==> config.mk <==
export PLATFORM = sky130hd
export DESIGN_NAME = step_pulse_shaper
export DESIGN_NICKNAME = d
export VERILOG_FILES = /design/src/rtl/step_pulse_shaper_pkg.sv /design/src/rtl/step_pulse_shaper_timer.sv /design/src/rtl/step_pulse_shaper.sv
export SDC_FILE = /design/constraint.sdc
export NUM_CORES = 1
export LEC_CHECK = 0
export CAP_MARGIN = 20
export CORE_MARGIN = 1.5
export CORE_UTILIZATION = 59
export CTS_BUF_LIST = sky130_fd_sc_hd__clkbuf_8 sky130_fd_sc_hd__clkbuf_16
export DETAILED_ROUTE_END_ITERATION = 7
export PLACE_DENSITY = 0.81
export REMOVE_ABC_BUFFERS = 1
export SLEW_MARGIN = 20
export SYNTH_ARGS = -nofsm -noshare
export SYNTH_HDL_FRONTEND = slang
export SYNTH_SLANG_ARGS = --single-unit
==> constraint.sdc <==
create_clock -name clk -period 8.61 [get_ports clk]
set_input_delay 0.861 -clock clk [delete_from_list [all_inputs] [get_ports clk]]
set_output_delay 0.861 -clock clk [all_outputs]
set_load 0.05 [all_outputs]
==> src/rtl/step_pulse_shaper_pkg.sv <==
// Shared types and defaults for the stepper STEP/DIR pulse shaper.
// Holds the FSM state encoding, default timing constants and width helpers.
package step_pulse_shaper_pkg;

  typedef enum logic [1:0] {
    ST_IDLE  = 2'd0,
    ST_SETUP = 2'd1,
    ST_HIGH  = 2'd2,
    ST_LOW   = 2'd3
  } state_e;

  localparam int DEF_HIGH_CYCLES      = 50;
  localparam int DEF_LOW_CYCLES       = 50;
  localparam int DEF_DIR_SETUP_CYCLES = 25;
  localparam int DEF_PEND_W           = 8;

  function automatic int max3(input int a, input int b, input int c);
    int m;
    m = a;
    if (b > m) m = b;
    if (c > m) m = c;
    return m;
  endfunction

  // Wide enough to hold the largest load value itself, not just max-1.
  function automatic int timer_width(input int max_cycles);
    if (max_cycles < 2) return 1;
    return $clog2(max_cycles + 1);
  endfunction

endpackage

==> src/rtl/step_pulse_shaper_timer.sv <==
// Loadable down-counter shared by the SETUP/HIGH/LOW phases of the shaper.
// A state loaded with N lasts exactly N cycles: done is raised on its last cycle.
module step_timer
  import step_pulse_shaper_pkg::*;
#(
  parameter int W = 6
) (
  input  logic         clk,
  input  logic         rst,
  input  logic         load,
  input  logic [W-1:0] load_val,
  output logic         done
);

  logic [W-1:0] count_q;
  logic [W-1:0] count_d;

  always_comb begin
    count_d = count_q;
    if (load) begin
      count_d = load_val;
    end else if (count_q != '0) begin
      count_d = count_q - W'(1);
    end
  end

  always_ff @(posedge clk) begin
    if (rst) begin
      count_q <= '0;
    end else begin
      count_q <= count_d;
    end
  end

  assign done = (count_q <= W'(1));

endmodule

==> src/rtl/step_pulse_shaper.sv <==
// Turns one-cycle step requests into STEP/DIR pulses that honour driver timing.
// A signed pending counter buffers bursts and cancels steps on reversal.
module step_pulse_shaper
  import step_pulse_shaper_pkg::*;
#(
  parameter int HIGH_CYCLES      = DEF_HIGH_CYCLES,
  parameter int LOW_CYCLES       = DEF_LOW_CYCLES,
  parameter int DIR_SETUP_CYCLES = DEF_DIR_SETUP_CYCLES,
  parameter int PEND_W           = DEF_PEND_W
) (
  input  logic                     clk,
  input  logic                     rst,
  input  logic                     step_req,
  input  logic                     dir_req,
  input  logic                     enable,
  output logic                     step_out,
  output logic                     dir_out,
  output logic                     busy,
  output logic                     overflow,
  output logic signed [PEND_W-1:0] pending
);

  localparam int TIMER_W  = timer_width(max3(HIGH_CYCLES, LOW_CYCLES, DIR_SETUP_CYCLES));
  localparam int PEND_MAX = (2 ** (PEND_W - 1)) - 1;

  localparam logic [TIMER_W-1:0] T_HIGH  = TIMER_W'(HIGH_CYCLES);
  localparam logic [TIMER_W-1:0] T_LOW   = TIMER_W'(LOW_CYCLES);
  localparam logic [TIMER_W-1:0] T_SETUP = TIMER_W'(DIR_SETUP_CYCLES);

  state_e                     state_q, state_d;
  logic                       step_q, step_d;
  logic                       dir_q, dir_d;
  logic                       ovf_q, ovf_d;
  logic signed [PEND_W-1:0]   pend_q, pend_d;

  logic                       tmr_load;
  logic [TIMER_W-1:0]         tmr_val;
  logic                       tmr_done;
  logic                       emit;
  logic                       want;
  logic                       pend_nz;

  int                         inc;
  int                         dec;
  int                         sum;

  step_timer #(
    .W(TIMER_W)
  ) u_timer (
    .clk      (clk),
    .rst      (rst),
    .load     (tmr_load),
    .load_val (tmr_val),
    .done     (tmr_done)
  );

  assign pend_nz = (pend_q != '0);
  assign want    = pend_nz && !pend_q[PEND_W-1];

  // A step may only start once dir_out already matches the sign of the backlog.
  always_comb begin
    state_d  = state_q;
    step_d   = step_q;
    dir_d    = dir_q;
    tmr_load = 1'b0;
    tmr_val  = '0;
    emit     = 1'b0;
    case (state_q)
      ST_IDLE: begin
        if (enable && pend_nz) begin
          tmr_load = 1'b1;
          if (want != dir_q) begin
            dir_d   = want;
            state_d = ST_SETUP;
            tmr_val = T_SETUP;
          end else begin
            state_d = ST_HIGH;
            step_d  = 1'b1;
            tmr_val = T_HIGH;
            emit    = 1'b1;
          end
        end
      end
      ST_SETUP: begin
        if (tmr_done) begin
          if (!pend_nz) begin
            state_d = ST_IDLE;
          end else if (want != dir_q) begin
            dir_d    = want;
            tmr_load = 1'b1;
            tmr_val  = T_SETUP;
          end else begin
            state_d  = ST_HIGH;
            step_d   = 1'b1;
            tmr_load = 1'b1;
            tmr_val  = T_HIGH;
            emit     = 1'b1;
          end
        end
      end
      ST_HIGH: begin
        if (tmr_done) begin
          state_d  = ST_LOW;
          step_d   = 1'b0;
          tmr_load = 1'b1;
          tmr_val  = T_LOW;
        end
      end
      ST_LOW: begin
        if (tmr_done) begin
          state_d = ST_IDLE;
        end
      end
      default: begin
        state_d = ST_IDLE;
        step_d  = 1'b0;
      end
    endcase
  end

  // On saturation the new request is discarded but an emitted step still counts.
  always_comb begin
    inc   = 0;
    dec   = 0;
    ovf_d = ovf_q;
    if (step_req) inc = dir_req ? 1 : -1;
    if (emit)     dec = dir_q ? 1 : -1;
    sum    = int'(pend_q) + inc - dec;
    pend_d = PEND_W'(sum);
    if ((sum > PEND_MAX) || (sum < -PEND_MAX)) begin
      pend_d = PEND_W'(int'(pend_q) - dec);
      ovf_d  = 1'b1;
    end
  end

  always_ff @(posedge clk) begin
    if (rst) begin
      state_q <= ST_IDLE;
      step_q  <= 1'b0;
      dir_q   <= 1'b0;
      ovf_q   <= 1'b0;
      pend_q  <= '0;
    end else begin
      state_q <= state_d;
      step_q  <= step_d;
      dir_q   <= dir_d;
      ovf_q   <= ovf_d;
      pend_q  <= pend_d;
    end
  end

  assign step_out = step_q;
  assign dir_out  = dir_q;
  assign overflow = ovf_q;
  assign pending  = pend_q;
  assign busy     = (state_q != ST_IDLE) || pend_nz;

endmodule

## After elaboration in Yosys (flattened, before gate mapping)

Index checks and enable logic that the tools add are counted.

| cells by class | value |
|---|---|
| div/mod/pow operators | 0 |
| reductions and logical operators | 15 |
| bitwise gates (word level) | 0 |
| equal/unequal tests | 10 |
| muxes and demuxes | 42 |
| multiply operators | 0 |
| shifts and indexed selects | 0 |
| add/subtract/negate cells | 4 |
| order comparisons | 3 |

Operators with widths:

| cell | number |
|---|---|
| $mux W32 | 4 |
| $mux W6 | 7 |
| $add A8 B32 Y32 | 1 |
| $gt A32 B8 Y1 const B | 1 |
| $lt A32 B8 Y1 const B | 1 |
| $sub A32 B32 Y32 | 1 |
| $pmux W6 S3 | 1 |
| $mux W1 | 17 |
| $mux W2 | 7 |
| $ne A2 B2 Y1 const B | 5 |
| $reduce_and A5 Y1 | 2 |
| $mux W8 | 1 |
| $pmux W2 S4 | 1 |
| $reduce_bool A8 Y1 | 1 |
| $sub A8 B8 Y8 | 1 |
| $le A6 B1 Y1 const B | 1 |
| $pmux W1 S3 | 2 |
| $reduce_bool A2 Y1 | 3 |
| $reduce_bool A6 Y1 | 1 |
| $sub A6 B1 Y6 const B | 1 |
| $eq A2 B2 Y1 const B | 2 |
| $pmux W1 S2 | 2 |
| $reduce_and A4 Y1 | 1 |
| $ne A3 B3 Y1 const B | 1 |
| other kinds (7) | 9 |

| word-level totals | value |
|---|---|
| output and inout bits | 12 |
| logic and storage cells | 80 |
| memory bits (writable) | 0 |
| memories kept | 0 |
| ROM bits | 0 |
| register bits after elaboration | 19 |
| latch bits | 0 |

## Longest topological paths before layout

Gate-level depths: netlist (run 1).

| logic depth | value |
|---|---|
| depth in word-level cells | 12 |
| mapped depth | 24 |
| gate-level depth less buffers | 24 |

## By module

From an unflattened synthesis (run 1), not the netlist that was laid out.

| second synthesis, totals | value |
|---|---|
| cell total of the unflattened synthesis | 277 |
| area total of the unflattened synthesis | 2333.5 µm² |

Modules (own cells, without submodules):

| module | cells each | area an instance (µm²) | instances | seq. area each (µm²) |
|---|---|---|---|---|
| step_pulse_shaper | 236 | 1956.9 | 1 | 260.2 |
| step_timer | 41 | 376.6 | 1 | 120.1 |

## Worst setup path before layout (run 1)

OpenSTA, ideal clock, no wires.

| path | value |
|---|---|
| path kind | register to register |
| from | register u_timer.count_q[5] |
| to | register pend_q[1] (netlist: pending[1]) |
| clock period less this slack | 6578 ps |
| buffers on the path | 0 |
| arrival | 6493 ps |
| cell stages (with the launch flop) | 21 |
| data required time | 8524 ps |
| setup slack | 2032 ps |
| cells stage by stage | dfxtp_1 > or3_4 > or4b_1 > a211o_2 > or3_1 > inv_1 > fa_1 > inv_1 > ha_1 > and3_1 > a21boi_1 > or3_1 > a21oi_1 > inv_1 > fa_1 > nor4b_1 > nand4_1 > a2111oi_2 > o311ai_1 > and3_1 > a211oi_1 |

| between the ends | value |
|---|---|
| cells in the longest elaborated chain, start to end | 8 |
| elaborated cells between the ends (all ways) | 10 |
| those cells by class | add/sub (2); order compare (3); mux (4); reduce/logical (1) |

RTL lines:

| element | RTL line | RTL |
|---|---|---|
| start: declaration | step_pulse_shaper_timer.sv:15 | `logic [W-1:0] count_q;` |
| start signal: assignment | step_pulse_shaper_timer.sv:31 | `count_q <= count_d;` |
| $le A6 B1 Y1 * | step_pulse_shaper_timer.sv:35 | `assign done = (count_q <= W'(1));` |
| $mux W1 * | step_pulse_shaper.sv:85 | `if (tmr_done) begin` |
| $pmux W1 S2 * | step_pulse_shaper.sv:68 | `case (state_q)` |
| $mux W32 * | step_pulse_shaper.sv:127 | `if (emit) dec = dir_q ? 1 : -1;` |
| $sub A32 B32 Y32 | step_pulse_shaper.sv:128 | `sum = int'(pend_q) + inc - dec;` |
| $gt A32 B8 Y1 / $lt A32 B8 Y1 (equally long branches) | step_pulse_shaper.sv:130 | `if ((sum > PEND_MAX) \|\| (sum < -PEND_MAX)) begin` |
| $logic_or A1 B1 Y1 | step_pulse_shaper.sv:130 |  |
| $mux W8 * | step_pulse_shaper.sv:130 |  |
| end signal: assignment | step_pulse_shaper.sv:148 | `pend_q <= pend_d;` |
| end: declaration | step_pulse_shaper.sv:34 | `logic signed [PEND_W-1:0] pend_q, pend_d;` |

Every way passes the cells marked *; elsewhere a longest branch is shown, timed or not.
A chain may end at the register's enable or synchronous reset.

## Final worst setup path (run 1)

Same ends and word-level chain as after synthesis.

==> metrics.md, run 1 <==
| Metric | Value |
|---|---|
| Outcome | `completed` |
| Post-synthesis sequential area ratio | `roughly 17%` |
| Initial Util | `around 63%` |
| GRT Util Overall | `25.8%` |
| Worst slew pin tran | `roughly 0.76 ns` |
| # IOs | `17` |
| Max Root-Sink Buffers | `2` |
| Clock Skews | `0.00312 ns` |
| H-tree depth | `1` |
| Worst EP arrival | `around 7.3 ns` |
| RSZ-0062 raised after global routing | `no` |
| Setup bufs post-CTS | `0` |
| Critical path buffers and inverters | `3` |
| Critical path endpoint category | `flop` |
| Crit Path Class | `flop to flop` |
| Worst-path clk slew | `0.08 ns` |
| Number of synthesized flops with an enable pin | `0` |
| Max-Cap Viols | `0` |
| Most frequent cells in the layout | `inv_1, a21oi_1, ha_1` |
| Cts-stage hold buffer count | `0` |
| Routability Congestion | `between 0.8 and 0.9` |
| Drt total wl | `4720 microns` |
| Most frequent CP cell | `inv_1` |
| DRT iter0 DRCs | `158` |
| Core Region | `3440 sq um` |
| Crit Path Max Fanout | `8` |
| Most common cell after layout, fill and taps aside | `inv_1` |
| Post-Place Worst Slack | `1.25 ns` |
| Setup violators final | `0` |
| Slowest cell delay on critical path | `0.66 ns` |
| Yosys reg bits | `19` |
| Area Growth Syn to Fin | `11.5%` |
| Vias in the first global route | `between 1500 and 2000` |
| Fraction of layout cells with a size suffix above 1 | `5.80%` |
| Root Buffer | `clkbuf_8` |
| WL per Instance | `14.6 microns` |
| Critical Path RT | `a little under 9 ns` |
| Critical-path cell list | `or3_4 -> or4b_1 -> a211o_2 -> or3_1 -> inv_1 -> fa_1 -> inv_1 -> ha_1 -> and3_1 -> a21boi_1 -> or3_1 -> a21oi_1 -> inv_1 -> fa_1 -> nor4b_1 -> nand4_1 -> a2111oi_2 -> o311ai_1 -> and3_1 -> a211oi_1` |
| Crit path max-delay cell type | `fa_1` |
| Nets | `319` |
| Clk sinks | `19` |
| Hpwl dp | `3740 microns` |
| Gr ovfl total | `0` |
| Post-route DRC | `0` |
| CTS tree | `built` |
| Min cycle time layout | `7.16 ns` |
| Via-to-Cell Ratio | `5.93` |
| Post_cts resized | `0` |
| DR pass1 iterations | `4` |
| CP delay by family, top | `simple AND/OR/NAND/NOR gates` |
| Synth unique cells | `55` |
| Worst-skew pair later-pin latency | `0.27 ns` |
| Fin. Hold Viols | `0` |
| Pin count of the biggest net entering global routing | `21` |
| Hold Path Class | `flop to flop` |
| CTS Buf Count | `3` |
| Die area | `4070 sq um` |
| Worst Setup Start Kind | `flop` |
| Num rows | `21` |
| Cells after Synth | `259` |
| Setup WS post-layout | `between 1 and 1.5 ns` |
| Final ANT Viol Nets | `0` |
| Die X | `~64 microns` |
| Final period utilization | `between 80% and 90%` |
| Post-synth top flop | `dfxtp_1` |
| F_max | `140 MHz` |
| Syn avg cell area | `8.43 sq um` |
| Ys async rst share | `0%` |
| Chip height | `63.8 microns` |
| # port buffers | `16` |
| Via count | `1909` |
| Final Max Tran Viols | `0` |
| Initial antenna violation count | `0` |
| First-pass GRT wire length | `8350 microns` |
| Mapped Area | `2180 sq um` |
| Synth warn | `0` |
| Total Neg Setup Slack | `0 ns` |
| Worst slew margin | `49.4%` |
| ANT cells | `0` |
==> sequential cells by signal (all words and copies together) (netlist names) <==
name	cells
dir_out	1
u_timer.count_q	6
state_q	2
step_out	1
pending	8
overflow	1
==> cells in the mapped netlist (5+ instances only) <==
cell	n	area [sq um]
o21ai_0	8	40.0
xor2_1	5	43.8
nor2b_1	8	50.1
fa_1	17	340
or3_1	5	31.3
inv_1	36	135
ha_1	20	250
a21oi_1	22	110
nand3_1	7	35.0
nor3_1	8	40.0
nand2b_1	7	43.8
nand2_1	9	33.8
nor2_1	18	67.6
a21o_1	6	45.0
dfxtp_1	19	380
==> logic make-up (layout without fill, tap and decap cells) <==
| logic type | count (synthesis) | count (layout) | synth area share [%] |
|---|---|---|---|
| xor gates and xnor gates | 9 | 9 | 3.61 |
| AOI/OAI and AO/OA | 61 | 61 | 19.1 |
| DFF | 19 | 19 | 17.4 |
| buffers and inverters | 39 | 56 | 6.77 |
| adders and majority gates | 37 | 37 | 27.1 |
| and+or+nand+nor | 92 | 92 | 25.1 |
| muxes | 2 | 2 | 0.917 |
==> path summary, 6_finish.rpt <==
path                     end  cells past startpoint  slack [ns]                from
setup / recovery  pending[1]                     20        1.45  u_timer.count_q[5]
hold reg to reg     step_out                      2        0.50            step_out
setup reg to reg  pending[1]                     20        1.45  u_timer.count_q[5]
hold / removal      step_out                      2        0.50            step_out
==> metal layers <==
metal  vias up  routed length [microns]  global-route usage [%]
met5         -                        0                       0
met4         0                       76                    6.52
met3        10                      156                    3.35
met2        48                     2170                    41.9
met1       892                     2310                    36.4
li1        959                        -                       -
==> through the flow <==
stage	area [sq um]	std cells	utilization (%)	hold slack, ns
after global placement	2390	318	69.4	0.482
after CTS	2430	322	70.7	0.507
after detailed placement	2390	318	69.4	0.492
after floorplan	2170	256	-	0.475
final	2430	322	70.7	0.500
after global routing	2430	322	70.7	0.535
==> final cells by class <==
type / count / area, sq um
multi-input cells: 201 / 1650
clock inverters: 1 / 5.00
repair buffers: 16 / 160
well taps: 46 / 57.6
flip-flops and latches: 19 / 380
inverters: 36 / 135
clock buffers: 3 / 41.3
fillers: 288 / 1010
==> tightest hold or removal path, delay by kind of cell, from the launching register on <==
kind          cells  cell delay [ns]
flops             1             0.33
simple gates      2             0.13
Power of run 1 is left out: the tool's default activity adds up to more than one toggle a clock period on the data nets, which glitch-free logic cannot reach.
==> inputs of run 2 (changes only) <==
- CORE_UTILIZATION: 59 -> 54
- PLACE_DENSITY: 0.81 -> 0.78
- clock period: 8.61 -> 6.25 ns (I/O delays scaled with it)
==> metrics.md, run 2 (synthesis gave the netlist of run 1 again) <==
| Metric | Value |
|---|---|
| Drt total wl | `5350 microns (+13%)` |
| Hpwl dp | `4050 microns (+8.4%)` |
| Most frequent cells in the layout | `inv_1, buf_4, a21oi_1, ha_1, dfxtp_1` |
| Post-route DRC | `0 (unchanged)` |
| Most common cell after layout, fill and taps aside | `inv_1` |
| Pin count of the biggest net entering global routing | `21 (unchanged)` |
| Gr ovfl total | `0 (unchanged)` |
| # IOs | `17 (unchanged)` |
| Worst slew margin | `44.6% (-4.8 points)` |
| Via count | `2008 (+5.2%)` |
| Die X | `66.6 microns (+4.3%)` |
| Slowest cell delay on critical path | `0.50 ns (-0.16 ns)` |
| Worst slew pin tran | `0.828 ns (+0.0715 ns)` |
| Fraction of layout cells with a size suffix above 1 | `16.9% (+11 points)` |
| GRT Util Overall | `25.5% (-0.34 points)` |
| Max Root-Sink Buffers | `2 (unchanged)` |
| Routability Congestion | `0.895 (+6.3%)` |
| Final ANT Viol Nets | `0 (unchanged)` |
| Worst-path clk slew | `0.07 ns (about the same)` |
| GR peak layer | `met2` |
| Cts-stage hold buffer count | `0 (unchanged)` |
| # port buffers | `16 (unchanged)` |
| Multi-input combinational cell area | `1770 sq um (+6.9%)` |
| Filler cells | `280 (-2.8%)` |
| Vias in the first global route | `1850 (+0.71%)` |
| Outcome | `completed` |
| Clock Skews | `0.00235 ns (-0.000772 ns)` |
| Critical-path cell list | `or3_4 -> or4b_1 -> a211o_2 -> or3_4 -> inv_4 -> fa_1 -> inv_1 -> ha_1 -> and2_1 -> a221oi_4 -> a21boi_2 -> or3_4 -> a21oi_4 -> inv_1 -> fa_1 -> nor4b_4 -> nand4_1 -> a2111oi_4 -> buf_4 -> o311a_1 -> o21ai_0 -> a21oi_1` |
| F_max | `166 MHz (+19%)` |
| Clk sinks | `19 (unchanged)` |
| First-pass GRT wire length | `8690 microns (+4.1%)` |
| Die area | `4430 sq um (+8.8%)` |
| Max-Cap Viols | `0 (unchanged)` |
| Critical path buffers and inverters | `4 (+1)` |
| Most frequent CP cell | `or3_4` |
| Num rows | `22 (+4.8%)` |
| CTS Buf Count | `3 (unchanged)` |
| Max reg flops | `8 (unchanged)` |
| Worst Setup Start Kind | `flop` |
| Nets | `344 (+7.8%)` |
| GRT met2 Usage | `42.4% (+0.45 points)` |
| Hold Path Class | `flop to flop` |
| DRT iter0 DRCs | `165 (+4.4%)` |
| Critical Path RT | `6.42 ns (-2.37 ns)` |
| Final Max Tran Viols | `0 (unchanged)` |
| Critical path endpoint category | `flop` |
| DR pass1 iterations | `4 (unchanged)` |
| Storage cell area | `380 sq um (unchanged)` |
| Min cycle time layout | `6.01 ns (-1.15 ns)` |
| Crit Path Class | `flop to flop` |
| Post-Place Worst Slack | `-0.207 ns (-1.46 ns)` |
| Crit path max-delay cell type | `or4b_1` |
| Chip height | `66.6 microns (+4.3%)` |
| H-tree depth | `1 (unchanged)` |
| Initial antenna violation count | `0 (unchanged)` |
| CTS tree | `built` |
| Worst-skew pair later-pin latency | `0.26 ns (about the same)` |
| ANT cells | `0 (unchanged)` |
| GR Util met1 | `35.5% (-0.86 points)` |
| Setup violators final | `0 (unchanged)` |
| Worst EP arrival | `6.18 ns (-1.16 ns)` |
| WL per Instance | `15.3 microns (+4.7%)` |
| Global Route met3 Usage | `3.89% (+0.54 points)` |
| CP delay by family, top | `simple AND/OR/NAND/NOR gates` |
| Core Region | `3770 sq um (+9.6%)` |
| Final period utilization | `96.2% (+13 points)` |
| Setup WS post-layout | `0.238 ns (-1.21 ns)` |
| Root Buffer | `clkbuf_8` |
| Fin. Hold Viols | `0 (unchanged)` |
| Via-to-Cell Ratio | `5.75 (-3.0%)` |
| Area Growth Syn to Fin | `25.5%` |
| Initial Util | `57.9% (-5.5 points)` |
| Crit Path Max Fanout | `4 (-4)` |
run 2: layout make-up:
cell class                      instances  share of cell area (%)
Sequential cell                        19                    13.9
Inverter                               36                    5.03
Clock buffer                            3                    1.51
Clock inverter                          1                   0.137
Timing Repair Buffer                   41                    12.7
Tap cell                               48                    2.19
Multi-Input combinational cell        201                    64.6
run 2: path summary, 6_finish.rpt:
check / from / end / slack [ns] / depth (start not counted)
worst max register to register: u_timer.count_q[5] / pending[2] / 0.24 / 22
worst min-delay path: overflow / overflow / 0.50 / 2
worst min register to register: overflow / overflow / 0.50 / 2
worst max-delay path: u_timer.count_q[5] / pending[2] / 0.24 / 22
run 2: per-layer routing:
metal / share of wire, % / vias to the layer above
met5: 0 / -
met4: 1.1 / 0
met3: 4.1 / 6
met2: 47 / 59
met1: 48 / 944
li1: - / 999
run 2: tightest hold or removal path: stages, from the launching register on:
cell,delay (ns)
dfxtp_1,0.34
a21oi_1,0.05
nor2_1,0.07
run 2: metrics by stage:
step           instance area, sq um  instances  TNS [ns]  utilization [%]  hold slack (ns)
6_report                       2740        349         0             72.6            0.495
5_1_grt                        2740        349   -0.0307             72.6            0.544
2_1_floorplan                  2170        256     -1.80                -            0.475
3_3_place_gp                   2560        343   -0.0497             67.9            0.482
3_5_place_dp                   2560        343     -1.07             67.9            0.487
4_1_cts                        2670        348         0             70.7            0.508
run 2: what timing repair did:
action | in CTS | in global routing
gates resized for setup | 7 | 11
setup endpoints to repair | 9 | 9
pin swaps | 1 | 5
buffers inserted | 1 | 1
Power of run 2 is left out for the same reason.
==> inputs of run 3 (changes only) <==
- CTS_CLUSTER_DIAMETER: unset -> 100
- PLACE_DENSITY: 0.78 -> unset
- PLACE_DENSITY_LB_ADDON: unset -> 0.15
==> metrics.md, run 3 (synthesis gave the netlist of run 1 again) <==
| Metric | Value |
|---|---|
| Setup crit start | `u_timer.count_q[5]` |
| Routability Congestion | `0.868 (-3.1%)` |
| Total Neg Setup Slack | `0 ns (unchanged)` |
| Final Max Tran Viols | `0 (unchanged)` |
| Outcome | `completed` |
| Max-Cap Viols | `0 (unchanged)` |
| Worst-path clk slew | `0.07 ns (about the same)` |
| Final period utilization | `98.5% (+2.3 points)` |
| Max Root-Sink Buffers | `2 (unchanged)` |
| Crit Path Max Fanout | `5 (+1)` |
| Worst-skew pair later-pin latency | `0.26 ns (about the same)` |
| ANT cells | `0 (unchanged)` |
| Hold Startpoint | `step_out` |
| Worst slew margin | `45.6% (+0.93 points)` |
| Num rows | `22 (unchanged)` |
| Vias in the first global route | `1911 (+3.3%)` |
| First-pass GRT wire length | `8860 microns (+1.9%)` |
| Via count | `2038 (+1.5%)` |
| Cts-stage hold buffer count | `0 (unchanged)` |
| Die area | `4430 sq um (unchanged)` |
| H-tree depth | `1 (unchanged)` |
| GRT Util Overall | `26.0% (+0.51 points)` |
| Nets | `343 (-0.29%)` |
| Chip height | `66.6 microns (unchanged)` |
| Pin count of the biggest net entering global routing | `21 (unchanged)` |
| Fin. Hold Viols | `0 (unchanged)` |
| Worst EP arrival | `6.28 ns (+0.10 ns)` |
| R2R Path Start | `u_timer.count_q[5]` |
| RSZ-0062 raised after global routing | `yes` |
| Die X | `66.6 microns (unchanged)` |
| Root Buffer | `clkbuf_8` |
| F_max | `162 MHz (-2.4%)` |
| # port buffers | `16 (unchanged)` |
| Worst slew pin tran | `0.814 ns (-0.0140 ns)` |
| Critical Path RT | `6.37 ns (-0.05 ns)` |
| WL per Instance | `15.6 microns (+1.8%)` |
| Min cycle time layout | `6.16 ns (+0.147 ns)` |
| Most common cell after layout, fill and taps aside | `inv_1` |
| Post-route DRC | `0 (unchanged)` |
| Hold Path Class | `flop to flop` |
| Clk sinks | `19 (unchanged)` |
| Most frequent cells in the layout | `inv_1, buf_4, a21oi_1, ha_1, dfxtp_1` |
| Initial Util | `57.9% (unchanged)` |
| CTS tree | `built` |
| Filler cells | `315 (+13%)` |
| Core Region | `3770 sq um (unchanged)` |
| Final ANT Viol Nets | `0 (unchanged)` |
| Initial antenna violation count | `0 (unchanged)` |
| DR pass1 iterations | `4 (unchanged)` |
| Via-to-Cell Ratio | `5.86 (+1.8%)` |
| Area Growth Syn to Fin | `25.9%` |
| Fraction of layout cells with a size suffix above 1 | `18.7% (+1.7 points)` |
| Setup violators final | `0 (unchanged)` |
| DRT iter0 DRCs | `139 (-16%)` |
| Max reg flops | `8 (unchanged)` |
| Hpwl dp | `4160 microns (+2.6%)` |
| Drt total wl | `5430 microns (+1.5%)` |
| Critical path endpoint category | `flop` |
| Worst Setup Start Kind | `flop` |
| Gr ovfl total | `0 (unchanged)` |
| Post-layout util | `72.8% (+0.20 points)` |
| CTS Buf Count | `3 (unchanged)` |
| Clock Skews | `0.00512 ns (+0.00277 ns)` |
| Crit Path Class | `flop to flop` |
| # IOs | `17 (unchanged)` |
[run 3: per-layer routing]
| layer | vias to the layer above | share of wire (%) | routed length, microns | global-route usage, % |
|---|---|---|---|---|
| met4 | 0 | 1.3 | 71 | 2.30 |
| li1 | 998 | - | - | - |
| met3 | 8 | 4.9 | 264 | 3.72 |
| met5 | - | 0 | 0 | 0 |
| met1 | 980 | 44 | 2390 | 35.3 |
| met2 | 52 | 50 | 2710 | 45.4 |
[run 3: stage by stage]
| stage | hold slack, ns | setup WS [ns] | cell area, sq um | instances |
|---|---|---|---|---|
| detailed placement | 0.494 | -0.261 | 2540 | 340 |
| global route | 0.537 | -0.0914 | 2750 | 348 |
| floorplan | 0.475 | -0.328 | 2170 | 256 |
| global placement | 0.474 | -0.0393 | 2540 | 340 |
| finish | 0.504 | 0.0912 | 2750 | 348 |
| CTS | 0.512 | 0.0179 | 2640 | 345 |
[run 3: worst paths after layout]
check                           cells past startpoint       end  slack [ns]
worst max-delay path                               23  overflow        0.09
worst min-delay path                                2  step_out        0.50
worst max register to register                     23  overflow        0.09
worst min register to register                      2  step_out        0.50
[run 3: area by class of cell]
class	count	area, sq um	share of cell area (%)
clock buffers	3	41.3	1.50
clock inverters	1	5.00	0.182
inverters	36	138	5.01
multi-input cells	201	1780	64.9
flip-flops and latches	19	380	13.8
well taps	48	60.1	2.19
repair buffers	40	340	12.4
[run 3: repair_timing]
item | CTS | global route
pin swaps | 3 | 9
setup buffers | 1 | 3
setup endpoints to repair | 9 | 9
resized for setup | 6 | 17
hold endpoints to repair | 0 | 0
[run 3: worst max-delay path, cell delays in order, from the launching register on]
cell       delay, ns
dfxtp_1         0.31
or3_4           0.39
or4b_4          0.52
a211o_2         0.32
or3_4           0.37
inv_4           0.09
fa_1            0.42
inv_1           0.07
ha_1            0.24
buf_4           0.16
a221oi_4        0.32
a21boi_2        0.11
or3_4           0.41
a21oi_4         0.19
buf_4           0.15
fa_1            0.41
nor4b_1         0.27
nand4_1         0.22
a2111oi_4       0.35
buf_4           0.20
o311ai_4        0.13
buf_4           0.20
a21oi_2         0.12
nor2_1          0.05
Power of run 3 is left out for the same reason.
